## src/rtl/apb_master_arbiter.sv

```systemverilog
// Round-robin arbiter feeding NUM_REQ single-shot requesters onto one APB bus with wait-state and timeout handling.
// Accept-to-response is 3 cycles plus wait states; req_ready is offered only while the bus is idle.
module apb_master_arbiter #(
  parameter int NUM_REQ = 2,
  parameter int ADDR_W  = 32,
  parameter int DATA_W  = 32,
  parameter int TIMEOUT = 16
) (
  input  logic                      pclk,
  input  logic                      rst_n,
  input  logic [NUM_REQ-1:0]        req_valid,
  output logic [NUM_REQ-1:0]        req_ready,
  input  logic [NUM_REQ-1:0]        req_write,
  input  logic [NUM_REQ*ADDR_W-1:0] req_addr,
  input  logic [NUM_REQ*DATA_W-1:0] req_wdata,
  output logic [NUM_REQ-1:0]        rsp_valid,
  output logic [DATA_W-1:0]         rsp_rdata,
  output logic                      rsp_err,
  output logic [ADDR_W-1:0]         paddr,
  output logic                      psel,
  output logic                      penable,
  output logic                      pwrite,
  output logic [DATA_W-1:0]         pwdata,
  input  logic                      pready,
  input  logic [DATA_W-1:0]         prdata
);

  localparam int IDX_W = $clog2(NUM_REQ);
  localparam int CNT_W = (TIMEOUT > 0) ? $clog2(TIMEOUT + 1) : 1;

  typedef enum logic [1:0] {IDLE, SETUP, ACCESS} state_t;

  state_t           state;
  logic [IDX_W-1:0] rr_ptr;
  logic [IDX_W-1:0] cur_idx;
  logic [IDX_W-1:0] gnt_idx;
  logic [IDX_W-1:0] cand;
  logic             gnt_vld;
  logic [CNT_W-1:0] to_cnt;
  logic             timed_out;

  // First valid requester at or after rr_ptr, wrapping around.
  always_comb begin
    gnt_vld   = 1'b0;
    gnt_idx   = '0;
    cand      = '0;
    req_ready = '0;
    for (int i = 0; i < NUM_REQ; i++) begin
      cand = IDX_W'((int'(rr_ptr) + i) % NUM_REQ);
      if (!gnt_vld && req_valid[cand]) begin
        gnt_vld = 1'b1;
        gnt_idx = cand;
      end
    end
    if (state == IDLE && gnt_vld) req_ready[gnt_idx] = 1'b1;
  end

  // to_cnt holds the number of ACCESS cycles already elapsed before the current one.
  assign timed_out = (TIMEOUT != 0) && (to_cnt == CNT_W'(TIMEOUT - 1));

  always_ff @(posedge pclk or negedge rst_n) begin
    if (!rst_n) begin
      state     <= IDLE;
      rr_ptr    <= '0;
      cur_idx   <= '0;
      to_cnt    <= '0;
      psel      <= 1'b0;
      penable   <= 1'b0;
      pwrite    <= 1'b0;
      paddr     <= '0;
      pwdata    <= '0;
      rsp_valid <= '0;
      rsp_rdata <= '0;
      rsp_err   <= 1'b0;
    end else begin
      rsp_valid <= '0;
      case (state)
        IDLE: begin
          if (gnt_vld) begin
            cur_idx <= gnt_idx;
            rr_ptr  <= IDX_W'((int'(gnt_idx) + 1) % NUM_REQ);
            paddr   <= req_addr[gnt_idx*ADDR_W +: ADDR_W];
            pwdata  <= req_wdata[gnt_idx*DATA_W +: DATA_W];
            pwrite  <= req_write[gnt_idx];
            psel    <= 1'b1;
            state   <= SETUP;
          end
        end
        SETUP: begin
          penable <= 1'b1;
          to_cnt  <= '0;
          state   <= ACCESS;
        end
        ACCESS: begin
          if (pready) begin
            rsp_rdata          <= pwrite ? '0 : prdata;
            rsp_err            <= 1'b0;
            rsp_valid[cur_idx] <= 1'b1;
            psel               <= 1'b0;
            penable            <= 1'b0;
            state              <= IDLE;
          end else if (timed_out) begin
            rsp_rdata          <= '0;
            rsp_err            <= 1'b1;
            rsp_valid[cur_idx] <= 1'b1;
            psel               <= 1'b0;
            penable            <= 1'b0;
            state              <= IDLE;
          end else if (TIMEOUT != 0) begin
            to_cnt <= to_cnt + 1'b1;
          end
        end
        default: state <= IDLE;
      endcase
    end
  end

endmodule

```

## config.mk

```make
export PLATFORM = sky130hd
export DESIGN_NAME = apb_master_arbiter
export DESIGN_NICKNAME = d
export VERILOG_FILES = /design/src/rtl/apb_master_arbiter.sv
export SDC_FILE = /design/constraint.sdc
export NUM_CORES = 1
export LEC_CHECK = 0
export ABC_CLOCK_PERIOD_IN_PS = 2200
export CAP_MARGIN = 20
export CORE_AREA = 4 4 117 119
export DETAILED_ROUTE_END_ITERATION = 8
export DIE_AREA = 0 0 121 123
export PLACE_DENSITY = 0.85
export SLEW_MARGIN = 10
export SYNTH_ARGS = -nofsm -noshare
export SYNTH_HDL_FRONTEND = slang
export SYNTH_SLANG_ARGS = --single-unit
```

## constraint.sdc

```tcl
create_clock -name pclk -period 2.2 [get_ports pclk]
set_input_delay 0.44 -clock pclk [delete_from_list [all_inputs] [get_ports pclk]]
set_output_delay 0.44 -clock pclk [all_outputs]
set_load 0.01 [all_outputs]
```

==> summary.txt <==
Status
  • Outcome: complete, no violations

CTS
  • H-tree depth: 3
  • Reg clk slew, reported paths: 0.07 ns
  • Worst-Skew Late Latency: 0.35 ns
  • CTS Root Cell: clkbuf_16
  • TritonCTS clock tree: done
  • CTS Buf Count: 9
  • Clk sink count: roughly 110
  • Clk buf depth: 2

Critical path
  • Setup CP Type: reg2reg
  • Buf/Inv on CP: 0
  • Critical Path Fanout Max: 10
  • WP data arrival: 2.27 ns
  • CP max-delay cell: dfrtp_1
  • Most numerous cell on the critical path: ha_1
  • Slowest stage delay, CP: 0.41 ns
  • Top Family by Delay on Critical Path: simple AND/OR/NAND/NOR gates
  • Worst Path Required: 2.43 ns
  • WP depth: 6
  • CP Launch Type: flop
  • R2r worst-path depth: 6
  • CP endpoint kind: flop
  • CP cell instances: ha_1, and3_1, ha_1, nor2_2, a21oi_1, a311o_1

Timing
  • Setup TNS: 0 ns
  • Relative slew slack: 49.7%
  • Final hold viol count: 0
  • Slew of the pin with the lowest slew margin: 0.754 ns
  • Max Freq: 490 MHz
  • Ratio of final minimum period to clock period: 92.8%
  • Slew Limit Fails: 0
  • RSZ-0062 raised after global routing: no
  • Layout Skew: 0.00743 ns
  • Min Tclk post-route: between 2 and 2.5 ns
  • Final worst setup slack: approximately 0.16 ns
  • Setup Viol. Count Final: 0

Die
  • # IOs: approximately 270
  • Starting density of the core: 38.4%
  • Site Rows: 41
  • Die Ht: between 100 and 150 µm
  • Core area: 0.0126 mm²
  • Chip Width: 121 µm
  • Die ar.: 0.0149 mm²

Synthesis
  • FFs w/ async S/R, synth: 100%
  • Yosys warnings: 0
  • Register area share after synthesis: ~58%
  • Syn Area/Cell: about 11 µm²
  • Distinct cells, synth: 33
  • FF+latch count, synth: 111
  • Ys flop type: dfrtp_1
  • Syn Nets: 602
  • Gate Count Post-Synth: about 430
  • Post-Synthesis Cell Area: 0.00483 mm²
  • Post-synth EDFFs: 0

Place
  • # placed instances: 849
  • RePlAce Congestion: a little under 0.8
  • DP HPWL: approximately 12 mm
  • Cell Area, Placed: 0.00771 mm²
  • Dpl ws: 0.0244 ns
  • Number of port buffers: 270

Route
  • DRT Pass-1 Iters: 4
  • DRC: 0
  • Routed length per placed instance: roughly 19 µm
  • Via count: 4509
  • Post-DRT Antenna Nets: 0
  • Routed wire length: ~16 mm
  • Avg Vias per Cell: 5.21
  • Initial DRC Count: 258

Final layout
  • Final Instance Area: roughly 0.0080 mm²
  • Nets: ~860
  • Area delta synth->final: 66.6%
  • Share of layout cells above drive strength 1: 5.77%
  • ANT cells: 0
  • Post-layout util: 64.0%
  • Fin cells: around 870
  • Multi-input gate area: 0.00186 mm²
  • Fillcell total: around 980
  • Area occupied by registers: 0.00278 mm²

Global routing
  • Initial antenna violation count: 0
  • First-pass GRT wire length: 24.7 mm
  • Pin count of the biggest net entering global routing: 67
  • Grt ovf: 0
  • Vias in the first global route: 4671
  • Gr usage total: a little over a fifth

Power and ir drop
  • VDD IR max: 0.850 mV
  • Leak Pwr: between 3 and 4 nW
  • Power Dens Cells: 1300 mW/mm²

Worst hold path
  • Hold Crit Class: in2async

Run
  • Max Cap Violations: 0
path summary, 6_finish.rpt:
| check | start | to | slack, ns |
|---|---|---|---|
| setup / recovery | to_cnt[0]$_DFFE_PN0P_ | to_cnt[2]$_DFFE_PN0P_ | 0.16 |
| hold / removal | rst_n | rsp_rdata[8]$_DFFE_PN0P_ | 0.01 |
| setup reg to reg | to_cnt[0]$_DFFE_PN0P_ | to_cnt[2]$_DFFE_PN0P_ | 0.16 |
| hold reg to reg | cur_idx$_DFFE_PN0P_ | rsp_valid[0]$_DFF_PN0_ | 0.46 |
| max in group asynchronous | rst_n | pwdata[16]$_DFFE_PN0P_ | 1.58 |
| min in group pclk | cur_idx$_DFFE_PN0P_ | rsp_valid[0]$_DFF_PN0_ | 0.46 |
per-stage QoR:
step	power (W)	hold WS, ns
global placement	0.00847	0.378
finish	0.0104	0.0121
detailed placement	0.00870	0.388
global route	0.0111	0.0242
floorplan	0.00588	0.144
CTS	0.0106	0.0108
report_power, final:
part           internal [W]  switching, W
logic               0.00291       0.00224
clock network       0.00103      0.000731
registers           0.00300      0.000545
cell families (layout without fill, tap and decap cells):
logic type | count (synthesis) | in the layout | synth area share, %
compound gates | 116 | 116 | 19.7
fa+ha+maj | 6 | 6 | 1.55
flops | 111 | 111 | 57.5
buf+inv | 42 | 306 | 4.84
mux | 2 | 2 | 0.466
simple gates | 152 | 152 | 15.9
repair_timing:
item	in CTS	in global routing
hold buffers	0	0
setup endpoints to repair	2	0
buffers inserted	0	0
gates resized for setup	6	0
cell type report:
cell class	instances	area share [%]
Multi-Input combinational cell	276	23.2
Clock buffer	10	2.97
Timing Repair Buffer	282	35.3
Inverter	8	0.373
Sequential cell	111	34.5
Tap cell	172	2.67
Clock inverter	6	1.04
per-layer routing:
metal	GRT usage, %	part of all wire [%]	vias up
met3	4.21	6.8	22
met2	38.5	53	197
li1	-	-	2054
met5	0	0	-
met1	24.8	38	2236
met4	7.93	2.1	0
cell usage after synthesis (2+ instances only):
master,number,area (µm²)
dfrtp_1,111,2780
nand2_1,71,267
a221o_1,65,651
and2_0,48,300
o21ai_0,28,140
and2_1,17,106
buf_2,13,65.1
clkbuf_1,10,37.5
inv_1,8,30.0
o21ai_1,8,40.0
buf_4,6,45.0
ha_1,6,75.1
buf_6,5,56.3
nor2b_1,4,25.0
a21oi_1,3,15.0
nor2_1,3,11.3
a21o_1,2,15.0
a21oi_2,2,17.5
a311o_1,2,20.0
a41o_1,2,20.0
mux2_2,2,22.5
o21ai_2,2,17.5
flip-flops by register name, summed over array words and instances, names as in the netlist:
name / cells
penable: 1
rr_ptr: 1
rsp_err: 1
rsp_rdata: 32
to_cnt: 5
rsp_valid: 2
pwdata: 32
pwrite: 1
paddr: 32
psel: 1
state: 2
cur_idx: 1
placed cells by master (no fill, tap or decap), drive strengths merged, types with 2 or more instances in the layout:
master           n
a21o             2
bufinv           2
a21oi            5
dfrtp          111
nor2             4
a311o            2
clkdlybuf4s50  267
a41o             2
and2            65
clkbuf          10
mux2             2
clkinv           4
buf             13
nand2           71
o21ai           38
dlygate4sd2      2
nor2b            4
a221o           65
inv              8
ha               6
Power figures use the tool's default switching activity.
